[config.mk]
export PLATFORM = sky130hd
export DESIGN_NAME = tmr0_wdt_ctl
export DESIGN_NICKNAME = d
export VERILOG_FILES = /design/src/rtl/tmr0_wdt_ctl_pkg.sv /design/src/rtl/tmr0_wdt_ctl_sync_edge.sv /design/src/rtl/tmr0_wdt_ctl.sv
export SDC_FILE = /design/constraint.sdc
export NUM_CORES = 1
export LEC_CHECK = 0
export ABC_CLOCK_PERIOD_IN_PS = 3510
export CAP_MARGIN = 15
export CORE_UTILIZATION = 44
export CTS_CLUSTER_DIAMETER = 50
export CTS_CLUSTER_SIZE = 28
export DETAILED_ROUTE_END_ITERATION = 10
export PLACE_DENSITY_LB_ADDON = 0.12
export SETUP_SLACK_MARGIN = 0.5
export SLEW_MARGIN = 30
export SYNTH_ARGS = -nofsm -noshare
export SYNTH_HDL_FRONTEND = slang
export SYNTH_SLANG_ARGS = --single-unit
[constraint.sdc]
create_clock -name clk -period 3.51 [get_ports clk]
set_clock_uncertainty 0.2 [all_clocks]
set_input_delay 0.351 -clock clk [delete_from_list [all_inputs] [get_ports clk]]
set_output_delay 0.351 -clock clk [all_outputs]
set_load 0.01 [all_outputs]
[src/rtl/tmr0_wdt_ctl_pkg.sv]
// Shared constants for the Timer0 / watchdog control block: OPTION register
// field positions, prescaler width and a low-bit mask helper.
package tmr0_wdt_ctl_pkg;

  localparam int unsigned OPT_T0CS   = 5;
  localparam int unsigned OPT_T0SE   = 4;
  localparam int unsigned OPT_PSA    = 3;
  localparam int unsigned OPT_PS_MSB = 2;
  localparam int unsigned OPT_PS_LSB = 0;

  localparam int unsigned PS_W  = OPT_PS_MSB - OPT_PS_LSB + 1;
  localparam int unsigned PRE_W = 8;

  // Mask with the low nbits bits set (nbits in 0..8).
  function automatic logic [PRE_W-1:0] low_mask(input logic [3:0] nbits);
    return PRE_W'((9'd1 << nbits) - 9'd1);
  endfunction

endpackage

[src/rtl/tmr0_wdt_ctl_sync_edge.sv]
// Two-flop synchronizer for an asynchronous pin plus a history flop, giving a
// one-cycle tick on the selected edge of the synchronized level.
module tmr0_wdt_ctl_sync_edge (
  input  logic clk,
  input  logic rst,
  input  logic din,
  input  logic fall,
  output logic tick_c
);

  logic s1;
  logic s2;
  logic hist;

  // Synchronizer chain and edge history.
  always_ff @(posedge clk or negedge rst) begin
    if (!rst) begin
      s1   <= 1'b0;
      s2   <= 1'b0;
      hist <= 1'b0;
    end else begin
      s1   <= din;
      s2   <= s1;
      hist <= s2;
    end
  end

  assign tick_c = fall ? (hist & ~s2) : (s2 & ~hist);

endmodule

[src/rtl/tmr0_wdt_ctl.sv]
// Timer0 clock source, shared 8-bit prescaler and watchdog timer for the
// PIC16F54 core. Produces the registered tmr0_inc / wdtmr pulses and the
// STATUS TO bit.
module tmr0_wdt_ctl
  import tmr0_wdt_ctl_pkg::*;
#(
  parameter int unsigned WDT_BASE = 18000
) (
  input  logic       clk,
  input  logic       rst,
  input  logic [7:0] option,
  input  logic       t0cki,
  input  logic       tmr0_wr,
  input  logic       clrwdt,
  input  logic       sleep,
  input  logic       wdt_en,
  output logic       tmr0_inc,
  output logic       wdtmr,
  output logic       to_n
);

  localparam int unsigned CNT_W = (WDT_BASE > 1) ? $clog2(WDT_BASE) : 1;
  localparam logic [CNT_W-1:0] CNT_LAST = CNT_W'(WDT_BASE - 1);

  logic            t0cs;
  logic            t0se;
  logic            psa;
  logic [PS_W-1:0] ps;
  logic            unused_opt;

  logic [CNT_W-1:0] cnt;
  logic [PRE_W-1:0] pre;
  logic             psa_q;
  logic             psa_vld;

  logic ext_tick_c;
  logic src_tick_c;
  logic wdt_clr_c;
  logic wdt_tick_c;
  logic psa_chg_c;
  logic pre_clr_c;
  logic pre_en_c;
  logic tmr_term_c;
  logic wdt_term_c;
  logic inc_c;
  logic wdt_c;

  assign t0cs       = option[OPT_T0CS];
  assign t0se       = option[OPT_T0SE];
  assign psa        = option[OPT_PSA];
  assign ps         = option[OPT_PS_MSB:OPT_PS_LSB];
  assign unused_opt = ^option[7:6];

  tmr0_wdt_ctl_sync_edge u_sync (
    .clk    (clk),
    .rst    (rst),
    .din    (t0cki),
    .fall   (t0se),
    .tick_c (ext_tick_c)
  );

  assign src_tick_c = t0cs ? ext_tick_c : 1'b1;
  assign wdt_clr_c  = clrwdt | sleep;
  assign wdt_tick_c = wdt_en & (cnt == CNT_LAST);

  // PSA history is only meaningful once it has been loaded after reset.
  assign psa_chg_c = psa_vld & (psa != psa_q);
  assign pre_clr_c = (tmr0_wr & ~psa) | (wdt_clr_c & psa) | psa_chg_c;
  assign pre_en_c  = psa ? wdt_tick_c : src_tick_c;

  // Timer0 divides by 2^(PS+1), watchdog by 2^PS (PS=0 gives an empty mask).
  assign tmr_term_c = &(pre | ~low_mask(4'(ps) + 4'd1));
  assign wdt_term_c = &(pre | ~low_mask(4'(ps)));

  // Prescaler assignment and terminal decode; any clear suppresses the pulse.
  always_comb begin
    inc_c = 1'b0;
    wdt_c = 1'b0;
    if (psa) begin
      inc_c = src_tick_c;
      wdt_c = wdt_tick_c & wdt_term_c & ~pre_clr_c & ~wdt_clr_c;
    end else begin
      inc_c = src_tick_c & tmr_term_c & ~pre_clr_c;
      wdt_c = wdt_tick_c & ~wdt_clr_c;
    end
  end

  // Watchdog base counter: 0..WDT_BASE-1, held at 0 when disabled.
  always_ff @(posedge clk or negedge rst) begin
    if (!rst) begin
      cnt <= '0;
    end else if (!wdt_en || wdt_clr_c || wdt_tick_c) begin
      cnt <= '0;
    end else begin
      cnt <= cnt + CNT_W'(1);
    end
  end

  // Shared prescaler.
  always_ff @(posedge clk or negedge rst) begin
    if (!rst) begin
      pre <= '0;
    end else if (pre_clr_c) begin
      pre <= '0;
    end else if (pre_en_c) begin
      pre <= pre + PRE_W'(1);
    end
  end

  // Registered copy of PSA, first loaded on the edge after reset release.
  always_ff @(posedge clk or negedge rst) begin
    if (!rst) begin
      psa_q   <= 1'b0;
      psa_vld <= 1'b0;
    end else begin
      psa_q   <= psa;
      psa_vld <= 1'b1;
    end
  end

  // Output pulses and TO bit; a set from CLRWDT/SLEEP beats a timeout clear.
  always_ff @(posedge clk or negedge rst) begin
    if (!rst) begin
      tmr0_inc <= 1'b0;
      wdtmr    <= 1'b0;
      to_n     <= 1'b1;
    end else begin
      tmr0_inc <= inc_c;
      wdtmr    <= wdt_c;
      if (wdt_clr_c) begin
        to_n <= 1'b1;
      end else if (wdtmr) begin
        to_n <= 1'b0;
      end
    end
  end

endmodule

==> results by group, run 1 <==
Run status
  • Status: finished clean

Setup path
  • Largest delay share family, worst path: buffers and inverters
  • Crit-path max FO: 6
  • Flop2flop setup slack: 1.28 ns
  • WP buf/inv: 3
  • Critical path type: in -> reg
  • WP data required: 3.49 ns
  • Critical Path Sink Type: register
  • Cells on worst reg2reg path: 5
  • Setup crit end: tmr0_inc
  • Worst setup path start: option[2]
  • Worst R2R Start: cnt[8]
  • CP max stage cell: clkdlybuf4s50_1
  • CP cell instances: clkdlybuf4s50_1 > inv_1 > ha_1 > inv_1 > or3_1 > ha_1 > nor2_1 > a21oi_1 > o32a_1 > a41oi_1 > nor2_1
  • Crit. path cell count: 11
  • R2R Path End: pre[7]
  • Worst Setup Start Kind: input pin
  • Worst path arrival time: 2.74 ns
  • Worst path max stage delay: 0.51 ns

Synth
  • Ys flop type: dfrtp_1
  • Dominant cell type by area after synthesis: dfrtp_1
  • Yosys warns: 0
  • #FFs+latches synth: 31
  • Syn avg cell area: 9.171 sq um
  • Syn nets: 230
  • Number of synthesized flops with an enable pin: 0
  • Area of the mapped netlist: about 1900 sq um
  • Post-synth top cells: nor2_1, dfrtp_1, nand2_1, xnor2_1, nand3_1
  • Synth cell types: about 50
  • Asr flop ratio synth: 100.0%
  • Top-area cell type share of the netlist area: 39.16%
  • Cells after synthesis: between 200 and 250
  • Largest cells by area after synthesis: dfrtp_1, nor2_1, xnor2_1
  • Seq/Total Area, Yosys: about two fifths
  • Count leader, synth: nor2_1

Global route
  • Grt total ovfl: 0
  • Met2 Usage GRT: a little under a third
  • Vias in the first global route: about 1,500
  • Largest net degree at the start of global routing: 32
  • Grt peak-use layer: met2
  • First-pass GRT wire length: between 6000 and 7000 microns
  • Total GRT Usage: around a fifth
  • Initial antenna violation count: 0
  • Met1 Usage GRT: a little over a quarter
  • M3 GR Usage: 5.333%

STA
  • RSZ-0062 raised after global routing: no
  • # setup viols final: 0
  • Achievable Freq: ~360 MHz
  • Slew @ Worst Pin: 0.4981 ns
  • Max transition margin: between 60% and 70%
  • Final Hold Fails: 0
  • Tcrit/Tclk final: 78.55%
  • Post-layout min period: 2.757 ns
  • TNS Setup: 0 ns
  • Slew Viols, Final: 0

Drt
  • WL final: 4112 microns
  • Pre-Repair DR Iteration Count: 4
  • First DRT Iteration DRCs: 53
  • Routed Antenna Nets: 0
  • Drt wl/cell: 14.63 microns
  • Via density: 5.630
  • DR vias: 1,582
  • DRC Markers: 0

Floorplanning
  • Core area: 4086 sq um
  • Initial core utilization: between 40% and 50%
  • Row cnt: 23
  • Die Span X: around 68 microns
  • IO Count: 18
  • Die area: 4625 sq um
  • Die Span Y: 68.01 microns

Clock tree
  • Clock-pin slew on the worst setup and hold paths: 0.07 ns
  • Clock insertion delay at the later pin of the skew report: 0.30 ns
  • CTS sink count: 31
  • Root Driver: clkbuf_8
  • CTS Buffer Depth: 2
  • CTS tree: yes
  • Clock H-tree levels: 2
  • Setup bufs post-CTS: 0
  • CTS buffer count: 5

Place
  • PortBufs: 15
  • RePlAce Congestion: 0.8185
  • HPWL Detailed: around 3000 microns
  • DP Cell Count: 273

Finish
  • ANT cells: 0
  • Layout area overhead: 16.97%
  • Fill cells: 372
  • Final std cells w/o fill: approximately 280
  • Fin nets: between 200 and 300
  • Layout cell share with drive strength beyond 1: 10.39%

Power and ir drop
  • Worst vdd ir: 0.2994 mV
  • Leakage power: 0.9181 nW
  • Power per cell area: 348.7 nW/um^2
  • Total power: a little under 800 uW

Run
  • MaxCap Viol Count: 0

Worst hold path
  • Worst min-delay path class: reg -> reg
layer usage:
layer	wire (microns)	vias up	share of wire [%]
met3	165	8	4.0
li1	-	778	-
met5	0	-	0
met4	98	0	2.4
met2	1973	36	48
met1	1876	760	46
layout make-up:
class	instances	area, sq um	share of cell area (%)
repair buffers	22	207.7	9.263
flip-flops and latches	31	777.0	34.65
multi-input cells	160	1057	47.15
well taps	50	62.56	2.790
clock buffers	8	100.1	4.464
inverters	10	37.54	1.674
worst min path at each step:
stage / startpoint / end / depth (start not counted)
floorplan: rst / cnt[0] / 0
global placement: u_sync.s1 / u_sync.s2 / 0
detailed placement: u_sync.s1 / u_sync.s2 / 0
CTS: u_sync.s1 / u_sync.s2 / 0
global route: u_sync.s1 / u_sync.s2 / 0
finish: u_sync.s1 / u_sync.s2 / 0
power breakdown:
group          switching (mW)  internal (mW)
combinational          0.0583         0.0479
sequential            0.00396          0.363
clock                   0.130          0.179
stage by stage:
step	area [sq um]	hold WS (ns)	util [%]	setup WS, ns
floorplan	1917	-0.1446	-	0.5805
global placement	2137	0.1325	52.30	0.4307
detailed placement	2137	0.1609	52.30	0.3434
CTS	2237	0.1676	54.75	0.6408
global route	2242	0.1772	54.87	0.5616
finish	2242	0.1580	54.87	0.7530
cells in the final DEF, fill, tap and decap left out, drive strengths merged, types with 3 or more instances in the layout:
cell,count
nor2,36
dfrtp,30
nand2,13
xnor2,13
clkdlybuf4s50,13
nand3,13
inv,10
xor2,10
clkbuf,8
buf,7
a21oi,6
o21ai,6
ha,6
nand4,5
nand3b,4
and3,3
nor3,3
nor2b,3
a211oi,3
a2111oi,3
state kept, by name, indices dropped and copies added, names as in the netlist:
| signal | count |
|---|---|
| wdtmr | 1 |
| u_sync.s2 | 1 |
| u_sync.hist | 1 |
| to_n | 1 |
| pre | 8 |
| cnt | 15 |
| psa_vld | 1 |
| tmr0_inc | 1 |
| psa_q | 1 |
| u_sync.s1 | 1 |
kinds of logic after synthesis:
logic type,share of synthesized area (%)
AOI/OAI and AO/OA,12.86
xor gates and xnor gates,10.51
adders and majority gates,4.439
buffers and inverters,4.308
DFF,40.54
muxes,1.044
other,0.1956
and+or+nand+nor,26.11
timing repair:
action,in CTS,in global routing
hold buffers,0,0
endpoints found under the hold margin,0,0
resized for setup,0,2
setup endpoints to repair,0,2
No activity file was read; power rests on OpenSTA's default activity.
==> run 2, diff against run 1 <==
--- a/config.mk
+++ b/config.mk
@@ -5,7 +5,7 @@
 export SDC_FILE = /design/constraint.sdc
 export NUM_CORES = 1
 export LEC_CHECK = 0
-export ABC_CLOCK_PERIOD_IN_PS = 3510
+export ABC_CLOCK_PERIOD_IN_PS = 2840
 export CAP_MARGIN = 15
 export CORE_UTILIZATION = 44
 export CTS_CLUSTER_DIAMETER = 50
==> constraint.sdc (replaced) <==
create_clock -name clk -period 2.84 [get_ports clk]
set_clock_uncertainty 0.2 [all_clocks]
set_input_delay 0.284 -clock clk [delete_from_list [all_inputs] [get_ports clk]]
set_output_delay 0.284 -clock clk [all_outputs]
set_load 0.01 [all_outputs]
==> run 2 against run 1 <==
  * Sequential power rose by 23%
  * Wire length rose by 4.2%
  * Final area rose by 11%
  * Final cell count rose by 6.0%
  * Critical path depth fell by 2
  * Non-clock buffer count rose by 17
  * Worst hold slack improved by 0.0054 ns
  * First-iteration DRC count rose by 38%
  * Clock-buffer cell count fell by 3
==> results by group, run 2 (same netlist as run 1, synthesis figures left out) <==
Run status
  • Status: finished clean

Drt
  • Drt wl/cell: between 10 and 15 microns
  • WL final: 4285 microns
  • Routed Antenna Nets: 0
  • DR vias: 1,616
  • Via density: 5.423
  • Pre-Repair DR Iteration Count: 4
  • DRC Markers: 0
  • First DRT Iteration DRCs: 73

Setup path
  • Flop2flop setup slack: 0.62 ns
  • CP cell instances: clkdlybuf4s15_2 > or3_4 > ha_4 > or2b_1 > buf_6 > mux2i_1 > o22a_1 > o2111ai_2 > a2111oi_2
  • Worst path arrival time: 2.30 ns
  • WP data required: 2.81 ns
  • Crit-path max FO: 5
  • Critical Path Sink Type: register
  • WP buf/inv: 2
  • Largest delay share family, worst path: compound AO/OA/AOI/OAI gates
  • Worst path max stage delay: 0.44 ns
  • R2R Path End: cnt[7]
  • Worst Setup Start Kind: input pin
  • Critical path type: in -> reg
  • Worst R2R Start: cnt[8]
  • Cells on worst reg2reg path: 4
  • CP max stage cell: or3_4

Worst hold path
  • WHS Endpoint: u_sync.s2
  • Hold path depth: 0
  • Worst min-delay path class: reg -> reg
  • Hold Startpoint: u_sync.s1

Power and ir drop
  • Leakage power: roughly 0.99 nW
  • Worst vdd ir: around 0.30 mV
  • Power per cell area: 385.1 nW/um^2

Global route
  • Met2 Usage GRT: between 30% and 40%
  • Grt peak-use layer: met2
  • Total GRT Usage: 21.23%
  • Vias in the first global route: 1,566
  • M3 GR Usage: roughly 3.3%
  • Initial antenna violation count: 0
  • Largest net degree at the start of global routing: 32
  • First-pass GRT wire length: 7279 microns
  • Met1 Usage GRT: 28.97%
  • Grt total ovfl: 0

Floorplanning
  • Die Span Y: 68.01 microns
  • Die area: 4625 sq um
  • Core area: a little over 4000 sq um
  • Row cnt: 23
  • Die Span X: around 68 microns
  • IO Count: 18
  • Initial core utilization: 46.91%

Finish
  • Biggest register: cnt
  • Commonest non-fill, non-tap cell in the layout: nor2_1
  • Layout area overhead: 29.90%
  • Fin nets: 268
  • Final Cell Area: 2490 sq um
  • Final core occ: between 60% and 70%
  • ANT cells: 0
  • Layout cell share with drive strength beyond 1: approximately a quarter
  • Max reg flops: 15
  • Most frequent cells in the layout: nor2_1, dfrtp_1, buf_4
  • Biggest regs: cnt (15), pre (8)
  • Fill cells: 339

STA
  • Post-layout min period: around 2.3 ns
  • Achievable Freq: 427.7 MHz
  • Slew Viols, Final: 0
  • # setup viols final: 0
  • Tcrit/Tclk final: between 80 and 90%
  • RSZ-0062 raised after global routing: yes
  • Final Hold Fails: 0

Run
  • MaxCap Viol Count: 0

Clock tree
  • Clock insertion delay at the later pin of the skew report: 0.27 ns
  • Root Driver: clkbuf_8
  • CTS buffer count: 5
  • Clock-pin slew on the worst setup and hold paths: 0.07 ns
  • CTS tree: yes
  • CTS Buffer Depth: 2
  • CTS sink count: 31
  • Clock H-tree levels: 2

Place
  • Dpl cell area: ~2300 sq um
  • RePlAce Congestion: 0.8694
  • HPWL Detailed: 3051 microns
  • PortBufs: 15
==> run 2: changes by cell type in the layout (fill, tap and decap cells not counted), moves of 3 or more <==
cell	previous run	this run
buf_4	7	22
clkinv_2	0	3
ha_1	6	3
ha_4	0	3
inv_1	10	7
==> run 2: worst reg2reg max path, stage by stage (launching register included) <==
cell and delay (ns):
dfrtp_1 0.41, or4b_4 0.58, or4_4 0.55, nand3_2 0.26, nor2_1 0.10
==> run 2: worst max path at each step <==
stage | startpoint | end | slack, ns | cells after the start
after floorplan | option[1] | tmr0_inc | 0.37 | 13
after global placement | option[1] | wdtmr | -0.05 | 7
after detailed placement | option[1] | wdtmr | -0.15 | 7
after CTS | option[1] | wdtmr | 0.50 | 9
after global routing | option[1] | wdtmr | 0.43 | 9
final | option[1] | wdtmr | 0.50 | 9
==> run 2: where the power goes <==
part / switching, mW / internal (mW)
registers: 0.00491 / 0.448
clock network: 0.157 / 0.167
logic: 0.0907 / 0.0904
==> run 2: timing repair <==
item                       4_1_cts  5_1_grt
pin swaps                        8        8
setup endpoints to repair        2        9
hold buffers                     0        0
gates resized for setup         15        7
setup buffers                    3        2
==> run 2: final cells by class <==
type / count / area, sq um / area share (%)
clock buffer: 5 / 68.82 / 2.764
clock inverter: 3 / 15.01 / 0.6030
sequential: 31 / 777.0 / 31.21
tap: 50 / 62.56 / 2.513
inverter: 10 / 40.04 / 1.608
multi-input combinational: 160 / 1189 / 47.74
timing repair buffer: 39 / 337.8 / 13.57
==> run 2: stage by stage <==
stage	setup TNS, ns	hold WS, ns	total power [mW]	setup WS, ns	cells
floorplan	0	-0.2116	0.5548	0.3708	209
global placement	-0.06036	0.1462	0.6128	-0.04762	285
detailed placement	-0.2185	0.1469	0.6184	-0.1462	285
CTS	0	0.1697	0.9561	0.5027	296
global route	0	0.1721	1.005	0.4258	298
finish	0	0.1634	0.9589	0.5020	298
==> run 2: routing by layer <==
layer	up-vias	share of wire (%)
met5	-	0
met1	768	49
met4	0	1.3
met3	7	3.4
met2	35	46
li1	806	-
